**src/rtl/fp_normalizer.sv**
```systemverilog
// Two-stage pipelined FPU post-normalizer: leading-zero count, left shift, exponent adjust.
// Optional perf counters are enabled with `define FP_NORM_PERF_CNT_EN.
module fp_normalizer #(
  parameter int MANT_W = 32,
  parameter int EXP_W  = 8
) (
  input  logic              clk,
  input  logic              rst_n,
  input  logic              in_valid,
  output logic              in_ready,
  input  logic [MANT_W-1:0] in_mant,
  input  logic [EXP_W-1:0]  in_exp,
  output logic              out_valid,
  input  logic              out_ready,
  output logic [MANT_W-1:0] out_mant,
  output logic [EXP_W-1:0]  out_exp,
  output logic              out_zero,
  output logic              out_underflow
`ifdef FP_NORM_PERF_CNT_EN
  ,
  output logic [15:0]       perf_cnt,
  output logic [15:0]       perf_uf_cnt
`endif
);

  localparam int SHAMT_W = $clog2(MANT_W);
  // compare width large enough for both the exponent and the leading-zero count
  localparam int CW = ((EXP_W > SHAMT_W) ? EXP_W : SHAMT_W) + 1;

  logic               s1_valid;
  logic [MANT_W-1:0]  s1_mant;
  logic [EXP_W-1:0]   s1_exp;
  logic [SHAMT_W-1:0] s1_lzc;
  logic               s1_zero;

  logic               s1_adv;
  logic               s2_adv;
  logic [SHAMT_W-1:0] lzc;
  logic               found;

  logic [CW-1:0]      lzc_ext;
  logic [CW-1:0]      exp_ext;
  logic [MANT_W-1:0]  nxt_mant;
  logic [EXP_W-1:0]   nxt_exp;
  logic               nxt_zero;
  logic               nxt_uf;

  assign s2_adv   = !out_valid || out_ready;
  assign s1_adv   = s1_valid && s2_adv;
  assign in_ready = !s1_valid || s2_adv;

  // priority scan from the MSB; result is don't-care for a zero significand
  always_comb begin
    lzc   = '0;
    found = 1'b0;
    for (int i = MANT_W - 1; i >= 0; i--) begin
      if (!found && in_mant[i]) begin
        lzc   = SHAMT_W'(MANT_W - 1 - i);
        found = 1'b1;
      end
    end
  end

  always_ff @(posedge clk or negedge rst_n) begin
    if (!rst_n) begin
      s1_valid <= 1'b0;
      s1_mant  <= '0;
      s1_exp   <= '0;
      s1_lzc   <= '0;
      s1_zero  <= 1'b0;
    end else if (in_valid && in_ready) begin
      s1_valid <= 1'b1;
      s1_mant  <= in_mant;
      s1_exp   <= in_exp;
      s1_lzc   <= lzc;
      s1_zero  <= (in_mant == '0);
    end else if (s1_adv) begin
      s1_valid <= 1'b0;
    end
  end

  assign lzc_ext = CW'(s1_lzc);
  assign exp_ext = CW'(s1_exp);

  // when the exponent cannot absorb the full shift, stop at exp and go denormal
  always_comb begin
    nxt_mant = '0;
    nxt_exp  = '0;
    nxt_zero = 1'b0;
    nxt_uf   = 1'b0;
    if (s1_zero) begin
      nxt_zero = 1'b1;
    end else if (lzc_ext < exp_ext) begin
      nxt_mant = s1_mant << s1_lzc;
      nxt_exp  = EXP_W'(exp_ext - lzc_ext);
    end else begin
      nxt_mant = s1_mant << s1_exp;
      nxt_uf   = 1'b1;
    end
  end

  always_ff @(posedge clk or negedge rst_n) begin
    if (!rst_n) begin
      out_valid     <= 1'b0;
      out_mant      <= '0;
      out_exp       <= '0;
      out_zero      <= 1'b0;
      out_underflow <= 1'b0;
    end else if (s2_adv) begin
      out_valid <= s1_valid;
      if (s1_valid) begin
        out_mant      <= nxt_mant;
        out_exp       <= nxt_exp;
        out_zero      <= nxt_zero;
        out_underflow <= nxt_uf;
      end
    end
  end

`ifdef FP_NORM_PERF_CNT_EN
  // saturating counters of completed output transfers
  always_ff @(posedge clk or negedge rst_n) begin
    if (!rst_n) begin
      perf_cnt    <= '0;
      perf_uf_cnt <= '0;
    end else if (out_valid && out_ready) begin
      if (perf_cnt != 16'hFFFF) perf_cnt <= perf_cnt + 16'd1;
      if (out_underflow && (perf_uf_cnt != 16'hFFFF)) perf_uf_cnt <= perf_uf_cnt + 16'd1;
    end
  end
`endif

endmodule

```
**config.mk**
```make
export PLATFORM = sky130hd
export DESIGN_NAME = fp_normalizer
export DESIGN_NICKNAME = d
export VERILOG_FILES = /design/src/rtl/fp_normalizer.sv
export SDC_FILE = /design/constraint.sdc
export NUM_CORES = 1
export LEC_CHECK = 0
export CAP_MARGIN = 0
export CORE_MARGIN = 2
export CORE_UTILIZATION = 40
export DETAILED_ROUTE_END_ITERATION = 10
export PLACE_DENSITY = 0.6
export SLEW_MARGIN = 10
export SYNTH_ARGS = -nofsm -noshare
export SYNTH_HDL_FRONTEND = slang
export SYNTH_SLANG_ARGS = --single-unit
```
**constraint.sdc**
```tcl
create_clock -name clk -period 4.8 [get_ports clk]
set_input_delay 0.96 -clock clk [delete_from_list [all_inputs] [get_ports clk]]
set_output_delay 0.96 -clock clk [all_outputs]
set_load 0.02 [all_outputs]
```
==> flow_metrics.env <==
export IMPL_synth_nets=699
export IMPL_fin_setup_tns_ps=0
export IMPL_crit_slowest_cell="mux2_2"
export IMPL_max_freq_ghz=0.252
export IMPL_finalWirelength_mm=17.2
export IMPL_cp_cell_sequence="inv_1 > ha_1 > inv_1 > fa_1 > a211oi_2 > o21ai_2 > a21oi_2 > mux2_2 > nor2_1 > buf_4 > a32o_1 > a221oi_1 > mux2i_1 > o21ai_0"
export IMPL_wl_per_cell_um=18.8
export IMPL_grt_overflow=0
export IMPL_dr_pass1_iters=5
export IMPL_crit_fanout=23
export IMPL_dp_hpwl_mm=13.2
export IMPL_n_antenna_cell=0
export IMPL_place_inst=895
export IMPL_critPathLaunchType="register"
export IMPL_p_leak_nw=3.09
export IMPL_drive_gt1_frac=0.0766
export IMPL_fin_hold_ws_ps=476
export IMPL_nets=776
export IMPL_die_y_um=122
export IMPL_design_area_um2=6930
export IMPL_fin_crit_sh=0.828
export IMPL_crit_arrival_ps=4240
export IMPL_setup_viol_count_final=0
export IMPL_syn_area_um2=5600
export IMPL_clk_path_buf_depth=2
export IMPL_fin_ws_ps=827
export IMPL_path_clk_slew_ps=60
export IMPL_start_util=0.406
export IMPL_layout_common_cells="nand2_1 (179), dfrtp_1 (90), clkdlybuf4s50_1 (86)"
export IMPL_gr_usage_all_layers=0.239
export IMPL_core_um2=13800
export IMPL_rsz0062_at_grt="false"
export IMPL_vdd_drop_max_uv=160
export IMPL_finalHoldViolations=0
export IMPL_post_cts_resized=0
export IMPL_synth_top_area_frac=0.402
export IMPL_grt_max_degree=50
export IMPL_whs_path_depth=1
export IMPL_synth_edf_count=0
export IMPL_cts_tree="yes"
export IMPL_htreeDepth=3
export IMPL_hold_path_class="register to register"
export IMPL_tightestPinTransition_ps=986
export IMPL_power_density_nw_per_um2=501
export IMPL_final_cells=911
export IMPL_placementRows=43
export IMPL_syn_to_final_growth_pct=23.7
export IMPL_synthArstFlopShare=1.00
export IMPL_io_pins=88
export IMPL_grt_pass1_wl_mm=27.5
export IMPL_layout_commonest_cell="nand2_1"
export IMPL_min_period_ps=3970
export IMPL_grt_pass1_vias=4952
export IMPL_drt_iter0_drc=421
export IMPL_post_place_ws_ps=606
export IMPL_synth_avg_cell_area_um2=8.63
export IMPL_synth_cell_type_count=66
export IMPL_avgViaCountPerCell=5.75
export IMPL_cts_hold_buffers=0
export IMPL_path_class="register to register"
export IMPL_cts_buffers=9
export IMPL_yosysTopAreaCell="dfrtp_1"
export IMPL_synth_area_leaders="dfrtp_1 (40%), nand2_1 (12%), mux2i_1 (8.0%), o21ai_0 (3.8%), a22oi_1 (3.0%)"
export IMPL_cts_sinks=90
export IMPL_clock_latency_ps=350
export IMPL_slew_viol_final=0
export IMPL_synth_seq_area_share=0.402
export IMPL_drv_cap=0
export IMPL_cp_slowest_stage_delay_ps=630
export IMPL_skew_ps=5.78
export IMPL_place_congestion=0.917
export IMPL_final_antenna_net_count=0
export IMPL_via_count=5235
export IMPL_reg2regPathDepth=14
export IMPL_cts_root_buf="clkbuf_16"
export IMPL_setup_worst_path_end_class="register"
export IMPL_synth_ff_type="dfrtp_1"
export IMPL_path_buf_inv=3
export IMPL_die_x_um=122
export IMPL_yosysWarnings=0
export IMPL_cp_depth=14
export IMPL_required_ps=5060
export IMPL_placed_cell_area_um2=6610
export IMPL_slew_headroom=0.334
export IMPL_critical_path_top_delay_family="compound AO/OA/AOI/OAI gates"
export IMPL_synth_seq_cells=90
export IMPL_drc=0
export IMPL_syn_inst=649
export IMPL_status="finished, final reports clean"
export IMPL_crit_top_cell="inv_1"
export IMPL_dieArea_um2=15000
export IMPL_post_cts_buffers=0
export IMPL_io_buffers=87
export IMPL_antenna_found_initial=0
## per-layer routing
layer  part of all wire  vias up  GRT usage
li1                   -     2476          -
met1               0.48     2537      0.355
met2               0.44      198      0.353
met3              0.059       24     0.0441
met4              0.018        0     0.0718
met5                  0        -          0
## final timing paths
path                                          from                  endpoint  slack [ps]
setup / recovery             s1_exp[0]$_DFFE_PN0P_  out_mant[23]$_DFFE_PN0P_         830
hold / removal             out_mant[8]$_DFFE_PN0P_   out_mant[8]$_DFFE_PN0P_         480
setup reg to reg             s1_exp[0]$_DFFE_PN0P_  out_mant[23]$_DFFE_PN0P_         830
hold reg to reg            out_mant[8]$_DFFE_PN0P_   out_mant[8]$_DFFE_PN0P_         480
max in group asynchronous                    rst_n    s1_mant[7]$_DFFE_PN0P_        3210
min in group asynchronous                    rst_n    out_exp[5]$_DFFE_PN0P_         620
## kinds of logic after synthesis
group	count (synthesis)	share of synthesized area
AND/OR/NAND/NOR	280	0.213
AO/OA/AOI/OAI	164	0.203
flip-flops	90	0.402
multiplexers	61	0.120
buffers and inverters	42	0.0367
XOR/XNOR	6	0.00939
adder cells (fa/ha/maj)	6	0.0148
## power breakdown
| group | internal (W) | switching, W |
|---|---|---|
| logic | 0.000697 | 0.000925 |
| clock network | 0.000455 | 0.000301 |
| registers | 0.000947 | 0.000148 |
## cell type report
class                      count  area, um2
clock inverter                 7       93.8
sequential                    90       2250
inverter                      10       37.5
multi-input combinational    517       3140
timing repair buffer          98        951
tap                          180        225
clock buffer                   9        225
fill                        1351       6850
## flip-flops by register name, summed over array words and instances (netlist names)
signal	count
s1_valid	1
out_valid	1
s1_exp	8
out_underflow	1
out_zero	1
s1_lzc	5
out_exp	8
out_mant	32
s1_zero	1
s1_mant	32
## cells in the mapped netlist (6+ instances only)
cell	instances
nor3_1	15
buf_2	8
mux2i_1	45
mux2_2	7
inv_1	10
a22oi_1	22
o21ai_0	42
nor2_1	41
a22o_1	15
a21o_1	8
o22ai_1	6
nor4_1	7
dfrtp_1	90
a21oi_1	24
clkbuf_1	17
nand2_1	179
## through the flow
stage               utilization  total power, W
floorplan                     -         0.00210
global placement          0.480         0.00271
detailed placement        0.480         0.00272
CTS                       0.503         0.00348
global route              0.503         0.00368
finish                    0.503         0.00347
Power figures use the tool's default switching activity.
